==> src/rtl/count_event_queue_if.sv <==
// Valid/ready handshake carrying one count event from the queue to its reader.
interface count_event_queue_if;
    logic       event_valid_o;
    logic       event_ready_i;
    logic [7:0] event_count_o;
    logic       event_wrap_o;
    logic       event_thresh_o;

    modport master (
        output event_valid_o,
        output event_count_o,
        output event_wrap_o,
        output event_thresh_o,
        input  event_ready_i
    );

    modport slave (
        input  event_valid_o,
        input  event_count_o,
        input  event_wrap_o,
        input  event_thresh_o,
        output event_ready_i
    );
endinterface

==> src/rtl/count_event_queue.sv <==
// Logs every change of an upstream 8-bit counter into a small circular FIFO
// drained over valid/ready; drops on a full FIFO are counted, never stalled.
module count_event_queue #(
    parameter int         DEPTH     = 4,
    parameter logic [7:0] THRESHOLD = 8'd200
) (
    input  logic                       clock_i,
    input  logic                       reset_ni,
    input  logic [7:0]                 count_i,
    input  logic                       clear_i,
    count_event_queue_if.master        evt,
    output logic [$clog2(DEPTH):0]     level_o,
    output logic                       overflow_o,
    output logic [7:0]                 drop_count_o
);
    localparam int AW = $clog2(DEPTH);
    localparam int LW = AW + 1;
    localparam logic [LW-1:0] FULL_LEVEL = LW'(DEPTH);

    // Entry layout: {wrap, thresh, count}
    logic [9:0]    mem_q [DEPTH];

    logic [7:0]    prev_q;
    logic [AW-1:0] wr_ptr_q, wr_ptr_d;
    logic [AW-1:0] rd_ptr_q, rd_ptr_d;
    logic [LW-1:0] level_q, level_d;
    logic          overflow_q, overflow_d;
    logic [7:0]    drop_count_q, drop_count_d;

    logic          change;
    logic          valid;
    logic          full;
    logic          pop;
    logic          push_ok;
    logic          drop;
    logic [9:0]    payload;
    logic [9:0]    head;

    assign change  = (count_i != prev_q);
    assign valid   = (level_q != '0);
    assign full    = (level_q == FULL_LEVEL);
    assign pop     = valid && evt.event_ready_i;
    // A full FIFO still takes the push when the head leaves on the same edge.
    assign push_ok = change && (!full || pop);
    assign drop    = change && full && !pop;
    assign payload = {(prev_q == 8'hFF) && (count_i == 8'h00),
                      (count_i == THRESHOLD),
                      count_i};
    assign head    = mem_q[rd_ptr_q];

    always_comb begin
        wr_ptr_d     = wr_ptr_q;
        rd_ptr_d     = rd_ptr_q;
        level_d      = level_q;
        overflow_d   = overflow_q;
        drop_count_d = drop_count_q;
        if (clear_i) begin
            wr_ptr_d     = '0;
            rd_ptr_d     = '0;
            level_d      = '0;
            overflow_d   = 1'b0;
            drop_count_d = '0;
        end else begin
            if (push_ok) wr_ptr_d = wr_ptr_q + AW'(1);
            if (pop)     rd_ptr_d = rd_ptr_q + AW'(1);
            case ({push_ok, pop})
                2'b10:   level_d = level_q + LW'(1);
                2'b01:   level_d = level_q - LW'(1);
                default: level_d = level_q;
            endcase
            if (drop) begin
                overflow_d = 1'b1;
                if (drop_count_q != 8'hFF) drop_count_d = drop_count_q + 8'd1;
            end
        end
    end

    always_ff @(posedge clock_i or negedge reset_ni) begin
        if (!reset_ni) begin
            prev_q       <= '0;
            wr_ptr_q     <= '0;
            rd_ptr_q     <= '0;
            level_q      <= '0;
            overflow_q   <= 1'b0;
            drop_count_q <= '0;
        end else begin
            prev_q       <= count_i;
            wr_ptr_q     <= wr_ptr_d;
            rd_ptr_q     <= rd_ptr_d;
            level_q      <= level_d;
            overflow_q   <= overflow_d;
            drop_count_q <= drop_count_d;
        end
    end

    // Storage carries no reset; stale entries are masked by the level counter.
    always_ff @(posedge clock_i) begin
        if (push_ok && !clear_i) mem_q[wr_ptr_q] <= payload;
    end

    assign evt.event_valid_o  = valid;
    assign evt.event_count_o  = valid ? head[7:0] : 8'd0;
    assign evt.event_thresh_o = valid ? head[8]   : 1'b0;
    assign evt.event_wrap_o   = valid ? head[9]   : 1'b0;

    assign level_o      = level_q;
    assign overflow_o   = overflow_q;
    assign drop_count_o = drop_count_q;
endmodule
==> src/flat_wrapper.sv <==
// flat-port wrapper written by rule: the top's interface ports become plain ports
module count_event_queue_flat 
#(
    parameter int         DEPTH     = 4,
    parameter logic [7:0] THRESHOLD = 8'd200
)
  (clock_i, reset_ni, count_i, clear_i, level_o, overflow_o, drop_count_o, evt_event_valid_o, evt_event_count_o, evt_event_wrap_o, evt_event_thresh_o, evt_event_ready_i);
  count_event_queue_if evt_i ();
  input  logic clock_i;
  input  logic reset_ni;
  input  logic [7:0] count_i;
  input  logic clear_i;
  output logic [$clog2(DEPTH):0] level_o;
  output logic overflow_o;
  output logic [7:0] drop_count_o;
  output wire logic [$bits(evt_i.event_valid_o)-1:0] evt_event_valid_o;
  output wire logic [$bits(evt_i.event_count_o)-1:0] evt_event_count_o;
  output wire logic [$bits(evt_i.event_wrap_o)-1:0] evt_event_wrap_o;
  output wire logic [$bits(evt_i.event_thresh_o)-1:0] evt_event_thresh_o;
  input wire logic [$bits(evt_i.event_ready_i)-1:0] evt_event_ready_i;
  assign evt_event_valid_o = evt_i.event_valid_o;
  assign evt_event_count_o = evt_i.event_count_o;
  assign evt_event_wrap_o = evt_i.event_wrap_o;
  assign evt_event_thresh_o = evt_i.event_thresh_o;
  assign evt_i.event_ready_i = evt_event_ready_i;
  count_event_queue #(.DEPTH(DEPTH), .THRESHOLD(THRESHOLD)) u_core (.clock_i(clock_i), .reset_ni(reset_ni), .count_i(count_i), .clear_i(clear_i), .evt(evt_i), .level_o(level_o), .overflow_o(overflow_o), .drop_count_o(drop_count_o));
endmodule
==> config.mk <==
export PLATFORM = sky130hd
export DESIGN_NAME = count_event_queue_flat
export DESIGN_NICKNAME = d
export VERILOG_FILES = /design/src/rtl/count_event_queue_if.sv /design/src/rtl/count_event_queue.sv /design/src/flat_wrapper.sv
export SDC_FILE = /design/constraint.sdc
export NUM_CORES = 1
export LEC_CHECK = 0
export ABC_AREA = 1
export BUFFER_PORTS_ARGS = -buffer_cell sky130_fd_sc_hd__buf_2
export CORE_UTILIZATION = 38
export CTS_BUF_LIST = sky130_fd_sc_hd__clkbuf_4
export CTS_CLUSTER_SIZE = 20
export DETAILED_ROUTE_END_ITERATION = 10
export HOLD_SLACK_MARGIN = 0.02
export REMOVE_ABC_BUFFERS = 1
export SYNTH_ARGS = -nofsm -noshare
export SYNTH_HDL_FRONTEND = slang
export SYNTH_SLANG_ARGS = --single-unit
==> constraint.sdc <==
create_clock -name clock_i -period 4.6 [get_ports clock_i]
set_input_delay 1.38 -clock clock_i [delete_from_list [all_inputs] [get_ports clock_i]]
set_output_delay 1.38 -clock clock_i [all_outputs]
set_load 0.01 [all_outputs]
After elaboration in Yosys (flattened, before gate mapping)
Memory sizes are Yosys's and may differ from the RTL's.
Index checks and enable logic that the tools add are counted.
- word-level logic and storage cells: 53
- memories kept: 1
- input bits: 12
- output and inout bits: 23
- memory bits (writable): 40
- register bits: 24
- eq/ne operators: 7
- reductions and logical operators: 18
- muxes and demuxes: 16
- add/sub/neg operators: 5
- memory list (memory ; words ; bits a word ; rd ports ; clocked after Yosys merged registers in ; wr ports ; line ; RTL):
    u_core.mem_q ; 4 ; 10 ; 1 ; 0 ; 1 ; count_event_queue.sv:21 ; logic [9:0] mem_q [DEPTH];
- operators by type and width (cell ; count):
    $mux W8 ; 4
    $eq A8 B8 Y1 const B ; 2
    $add A8 B1 Y8 const B ; 1
    $logic_not A8 Y1 ; 1
    $mux W2 ; 4
    $ne A8 B8 Y1 ; 1
    $ne A8 B8 Y1 const B ; 1
    $reduce_bool A2 Y1 ; 4
    $logic_and A1 B1 Y1 ; 6
    $mux W1 ; 6
    $pmux W3 S2 ; 1
    $reduce_bool A3 Y1 ; 2
    $add A2 B1 Y2 const B ; 2
    $add A3 B1 Y3 const B ; 1
    $eq A3 B3 Y1 const B ; 1
    $logic_not A1 Y1 ; 3
    $mux W3 ; 1
    $sub A3 B1 Y3 const B ; 1
    $eq A2 B1 Y1 const B ; 1
    $eq A2 B2 Y1 const B ; 1
    $reduce_and A2 Y1 ; 1
    $logic_or A1 B1 Y1 ; 1

Longest topological paths before layout
- depth after elaboration: 7
- gate-level depth with buffers: 14
- mapped depth without buffers: 14

Least setup slack after synthesis
Ideal clock, no wire load.
- kind: input port to flip-flop
- from: input count_i[5]
- to: memory u_core.mem_q[0][0] (enable)
- data required time: 4224 ps
- arrival: 2517 ps
- setup time: 376 ps
- stages: 11
- path slack: 1707 ps
- path buffers: 0
- path through: inv_1 -> nand2_1 -> nand2_1 -> nor2_1 -> nand2_1 -> nor2_4 -> inv_2 -> nand2_1 -> nor2_2 -> inv_1 -> nor2_1
- word-level cells in the longest chain between the ends: 5
- ends and longest elaborated chain (item ; line ; RTL):
    from (decl) ; flat_wrapper.sv:11 ; input logic [7:0] count_i;
    $ne A8 B8 Y1 ; count_event_queue.sv:39 ; assign change = (count_i != prev_q);
    $logic_and A1 B1 Y1 ; count_event_queue.sv:44 ; assign push_ok = change && (!full || pop);
    $logic_and A1 B1 Y1 ; count_event_queue.sv:98 ; if (push_ok && !clear_i) mem_q[wr_ptr_q] <= payload;
    $mux W1 ; count_event_queue.sv:98 ;
    $mux W1 (implied by the code) ; count_event_queue.sv:98 ;
    to (decl) ; count_event_queue.sv:21 ;
No other way between the ends.

Worst setup path after layout
- from: register u_core.rd_ptr_q[1]
- to: output evt_event_count_o[4]
- word-level cells in the longest chain between the ends: 2
- ends and longest elaborated chain (item ; line ; RTL):
    from (decl) ; count_event_queue.sv:25 ; logic [AW-1:0] rd_ptr_q, rd_ptr_d;
    from (signal assigned) ; count_event_queue.sv:89 ; rd_ptr_q <= rd_ptr_d;
    $mem_v2 Z4 W10 ; n/a ;
    $mux W8 ; count_event_queue.sv:102 ; assign evt.event_count_o = valid ? head[7:0] : 8'd0;
    to (decl) ; flat_wrapper.sv:17 ; output wire logic [$bits(evt_i.event_count_o)-1:0] evt_event_count_o;
No other way between the ends.

==> out/metrics.json <==
{
  "fp.dieW": {"value": 90.12, "unit": "um"},
  "grt_antenna_before_repair": {"value": 0},
  "final_common_cell": {"value": "sky130_fd_sc_hd__nand2_1"},
  "synth.avg_cell_area": {"value": 9.517, "unit": "um^2"},
  "number_of_standard_cells_after_synthesis": {"value": 310},
  "route.met3.wl": {"value": 187, "unit": "um"},
  "cpMaxStageDelayCell": {"value": "sky130_fd_sc_hd__dfrtp_1"},
  "ctsRootBufferMaster": {"value": "sky130_fd_sc_hd__clkbuf_4"},
  "report.final.slew_viol_count": {"value": 0},
  "finalWorstPathRequiredPeriod": {"value": 3.463, "unit": "ns"},
  "clock_sinks": {"value": 64},
  "coreArea": {"value": 7370, "unit": "um^2"},
  "yosys.cell_types.count": {"value": 27},
  "pwrdens": {"value": 439.2, "unit": "nW/um^2"},
  "routed_wl": {"value": 6001, "unit": "um"},
  "worstRegToRegCells": {"value": 11},
  "post-route-drc-count": {"value": 0},
  "met2_length": {"value": 2808, "unit": "um"},
  "grt-ovfl-total": {"value": 0},
  "startpoint_type": {"value": "register"},
  "drt.antenna.violating_nets": {"value": 0},
  "initial_utilization": {"value": 40.03, "unit": "%"},
  "post-place-cells": {"value": 437},
  "rsz0062_at_grt": {"value": "false"},
  "final_cell_mix": {"value": "sky130_fd_sc_hd__nand2_1, sky130_fd_sc_hd__nor2_1, sky130_fd_sc_hd__edfxtp_1, sky130_fd_sc_hd__inv_1, sky130_fd_sc_hd__buf_2"},
  "worst_pin_slew": {"value": 1.024, "unit": "ns"},
  "die_area": {"value": 8121, "unit": "um^2"},
  "critical_path.endpoint_type": {"value": "output pin"},
  "vias": {"value": 2138},
  "cts.reportedPaths.clkPinSlew": {"value": 0.11, "unit": "ns"},
  "finalNonFillerCells": {"value": 453},
  "grt_pass1_wl": {"value": 10080, "unit": "um"},
  "first_global_vias": {"value": 2109},
  "cts_made_buffers": {"value": 9},
  "finalInstanceArea": {"value": 3372, "unit": "um^2"},
  "detailed_place.area": {"value": 3233, "unit": "um^2"},
  "ir_worst_vdd": {"value": 0.0001696, "unit": "V"},
  "top_layer_in_use": {"value": "met4"},
  "grt_start_max_net_pins": {"value": 25},
  "cp_num_buf_inv": {"value": 2},
  "cts-htree-levels": {"value": 3},
  "design.final.nets": {"value": 367},
  "detail_routed_via_count_per_cell": {"value": 4.720},
  "syn_area": {"value": 2950, "unit": "um^2"},
  "crit_family": {"value": "flip-flops"},
  "post_drt_wl_per_cell": {"value": 13.25, "unit": "um"},
  "ys_top_cells_by_area": {"value": "sky130_fd_sc_hd__edfxtp_1, sky130_fd_sc_hd__dfrtp_1, sky130_fd_sc_hd__nand2_1, sky130_fd_sc_hd__nor2_1, sky130_fd_sc_hd__inv_1"},
  "clock.fmax": {"value": 288.8, "unit": "MHz"},
  "n_antenna_cell": {"value": 0},
  "arrival": {"value": 2.08, "unit": "ns"},
  "final_min_period_over_clock_period": {"value": 75.28, "unit": "%"},
  "cp_max_fo": {"value": 12},
  "grt_util_all_layers": {"value": 16.20, "unit": "%"},
  "buffer_ports.inserted": {"value": 34},
  "setup_total_negative_slack": {"value": 0, "unit": "ns"},
  "tritoncts_clock_tree": {"value": "yes"},
  "routabilityCongestion": {"value": 0.7946},
  "timing.hold.worst.class": {"value": "register to register"},
  "crit_type": {"value": "register to output pin"},
  "synth-seq-cells": {"value": 64},
  "maxCapViolations": {"value": 0},
  "run_status": {"value": "completed"},
  "totalPowerFinal": {"value": 1.481, "unit": "mW"},
  "place.detailed.hpwl": {"value": 4026, "unit": "um"},
  "clk-insertion-delay-late": {"value": 0.41, "unit": "ns"},
  "number_of_cells_on_the_critical_path": {"value": 5},
  "synth_largest_type_area_fraction": {"value": 40.71, "unit": "%"},
  "min_path_cells": {"value": 2},
  "ys.warnings.count": {"value": 0},
  "critical_path_required": {"value": 3.22, "unit": "ns"},
  "clock_tree.buffer_depth": {"value": 2},
  "cts.repair.resized": {"value": 0},
  "syn2layout_area_growth": {"value": 14.29, "unit": "%"},
  "fp-row-count": {"value": 31},
  "utilization": {"value": 45.76, "unit": "%"},
  "die_height": {"value": 90.12, "unit": "um"},
  "maxSlewHeadroom": {"value": 31.47, "unit": "%"},
  "p_leak": {"value": 1.532, "unit": "nW"},
  "yosys.area.top_type": {"value": "sky130_fd_sc_hd__edfxtp_1"},
  "synth_seq_area_share": {"value": 61.07, "unit": "%"},
  "cts_hold_buf": {"value": 0},
  "drt_iter0_drc": {"value": 64},
  "ioPinCount": {"value": 35},
  "wl_met1": {"value": 2867, "unit": "um"},
  "crit_chain": {"value": "inv_1, nor2_1, o21ai_0, a21oi_1, buf_2"},
  "detail_route.first_pass.iterations": {"value": 4},
  "cts_setup_buffers": {"value": 0},
  "setup-violations-final": {"value": 0},
  "highest_cell_delay_on_the_worst_timing_path": {"value": 0.66, "unit": "ns"},
  "share_of_layout_cells_above_drive_strength_1": {"value": 17.80, "unit": "%"},
  "clock-skew-final": {"value": 0.008629, "unit": "ns"},
  "hold_viol": {"value": 0}
}
[registers in the layout, indices dropped and copies added (netlist names)]
signal	flops
u_core.level_o	3
u_core.drop_count_o	8
u_core.prev_q	8
u_core.wr_ptr_q	2
u_core.rd_ptr_q	2
u_core.mem_q	40
u_core.overflow_o	1
[cell usage after synthesis]
cell and n:
sky130_fd_sc_hd__edfxtp_1 40, sky130_fd_sc_hd__inv_2 2, sky130_fd_sc_hd__ha_1 5, sky130_fd_sc_hd__nand2_4 1, sky130_fd_sc_hd__nand3_1 14, sky130_fd_sc_hd__a31oi_1 1, sky130_fd_sc_hd__xnor2_1 1, sky130_fd_sc_hd__nand4_1 5
sky130_fd_sc_hd__xor2_1 4, sky130_fd_sc_hd__fa_1 1, sky130_fd_sc_hd__dfrtp_1 24, sky130_fd_sc_hd__inv_1 35, sky130_fd_sc_hd__and3_1 1, sky130_fd_sc_hd__nor3_1 4, sky130_fd_sc_hd__nand3_2 2, sky130_fd_sc_hd__a21oi_1 14
sky130_fd_sc_hd__or4_1 1, sky130_fd_sc_hd__nand3_4 1, sky130_fd_sc_hd__buf_1 1, sky130_fd_sc_hd__clkbuf_1 8, sky130_fd_sc_hd__nand2_1 59, sky130_fd_sc_hd__nor2_2 2, sky130_fd_sc_hd__nor2_1 58, sky130_fd_sc_hd__nand2_2 1
sky130_fd_sc_hd__o21ai_0 21, sky130_fd_sc_hd__nor2_4 1, sky130_fd_sc_hd__o21ai_1 3
[layer usage]
| metal | vias up | track usage [%] |
|---|---|---|
| met1 | 1003 | 20.95 |
| li1 | 1089 | - |
| met3 | 11 | 2.961 |
| met2 | 35 | 25.45 |
| met5 | - | 0 |
| met4 | 0 | 9.543 |
[worst reg2reg max path, cell delays in order (launching register included)]
cell	delay, ns
sky130_fd_sc_hd__dfrtp_1	0.41
sky130_fd_sc_hd__inv_1	0.06
sky130_fd_sc_hd__nand2_1	0.04
sky130_fd_sc_hd__nand2_1	0.06
sky130_fd_sc_hd__nor2_1	0.04
sky130_fd_sc_hd__nand2_1	0.10
sky130_fd_sc_hd__nor2_4	0.06
sky130_fd_sc_hd__inv_2	0.09
sky130_fd_sc_hd__nand2_1	0.08
sky130_fd_sc_hd__nor2_2	0.12
sky130_fd_sc_hd__inv_1	0.09
sky130_fd_sc_hd__nor2_1	0.78
[logic make-up (layout without fill, tap and decap cells)]
| group | Yosys count | count (layout) | synth area share, % |
|---|---|---|---|
| buf+inv | 46 | 90 | 5.853 |
| fa+ha+maj | 6 | 6 | 2.799 |
| compound gates | 39 | 39 | 6.658 |
| xor+xnor | 5 | 5 | 1.484 |
| flops | 64 | 64 | 61.07 |
| simple gates | 150 | 150 | 22.14 |
[stage by stage]
step                hold WS, ns  setup WS [ns]
floorplan                0.5282          1.708
global placement         0.5152          1.081
detailed placement       0.5060          1.055
CTS                      0.5383          1.118
global route             0.5667         0.9904
finish                   0.5325          1.137
[where the power goes]
| group | leakage [nW] | total, mW | internal (mW) | switching (mW) |
|---|---|---|---|---|
| Combinational | 0.789 | 0.405 | 0.136 | 0.270 |
| Clock | 0.0683 | 0.371 | 0.165 | 0.206 |
| Sequential | 0.675 | 0.704 | 0.671 | 0.0339 |
[area by class of cell]
cell class	instances	area [um^2]
clock buffer	9	67.56
clock inverter	7	71.32
fill	730	3998
inverter	37	138.9
multi-input combinational	200	975.9
sequential	64	1802
tap	99	123.9
timing repair buffer	37	192.7
[path summary, 6_finish.rpt]
| kind | from | endpoint | slack (ns) |
|---|---|---|---|
| worst max-delay path | u_core.rd_ptr_q[1]$_DFFE_PN0P_ | evt_event_count_o[4] | 1.14 |
| worst min-delay path | u_core.overflow_o$_DFFE_PN0P_ | u_core.overflow_o$_DFFE_PN0P_ | 0.53 |
| worst max register to register | u_core.prev_q[5]$_DFF_PN0_ | u_core.mem_q[1][4]$_DFFE_PP_ | 2.29 |
| worst min register to register | u_core.overflow_o$_DFFE_PN0P_ | u_core.overflow_o$_DFFE_PN0P_ | 0.53 |
| max in group asynchronous | reset_ni | u_core.drop_count_o[3]$_DFFE_PN0P_ | 3.29 |
| min in group asynchronous | reset_ni | u_core.drop_count_o[1]$_DFFE_PN0P_ | 0.94 |
(Power assumes the default switching activity.)
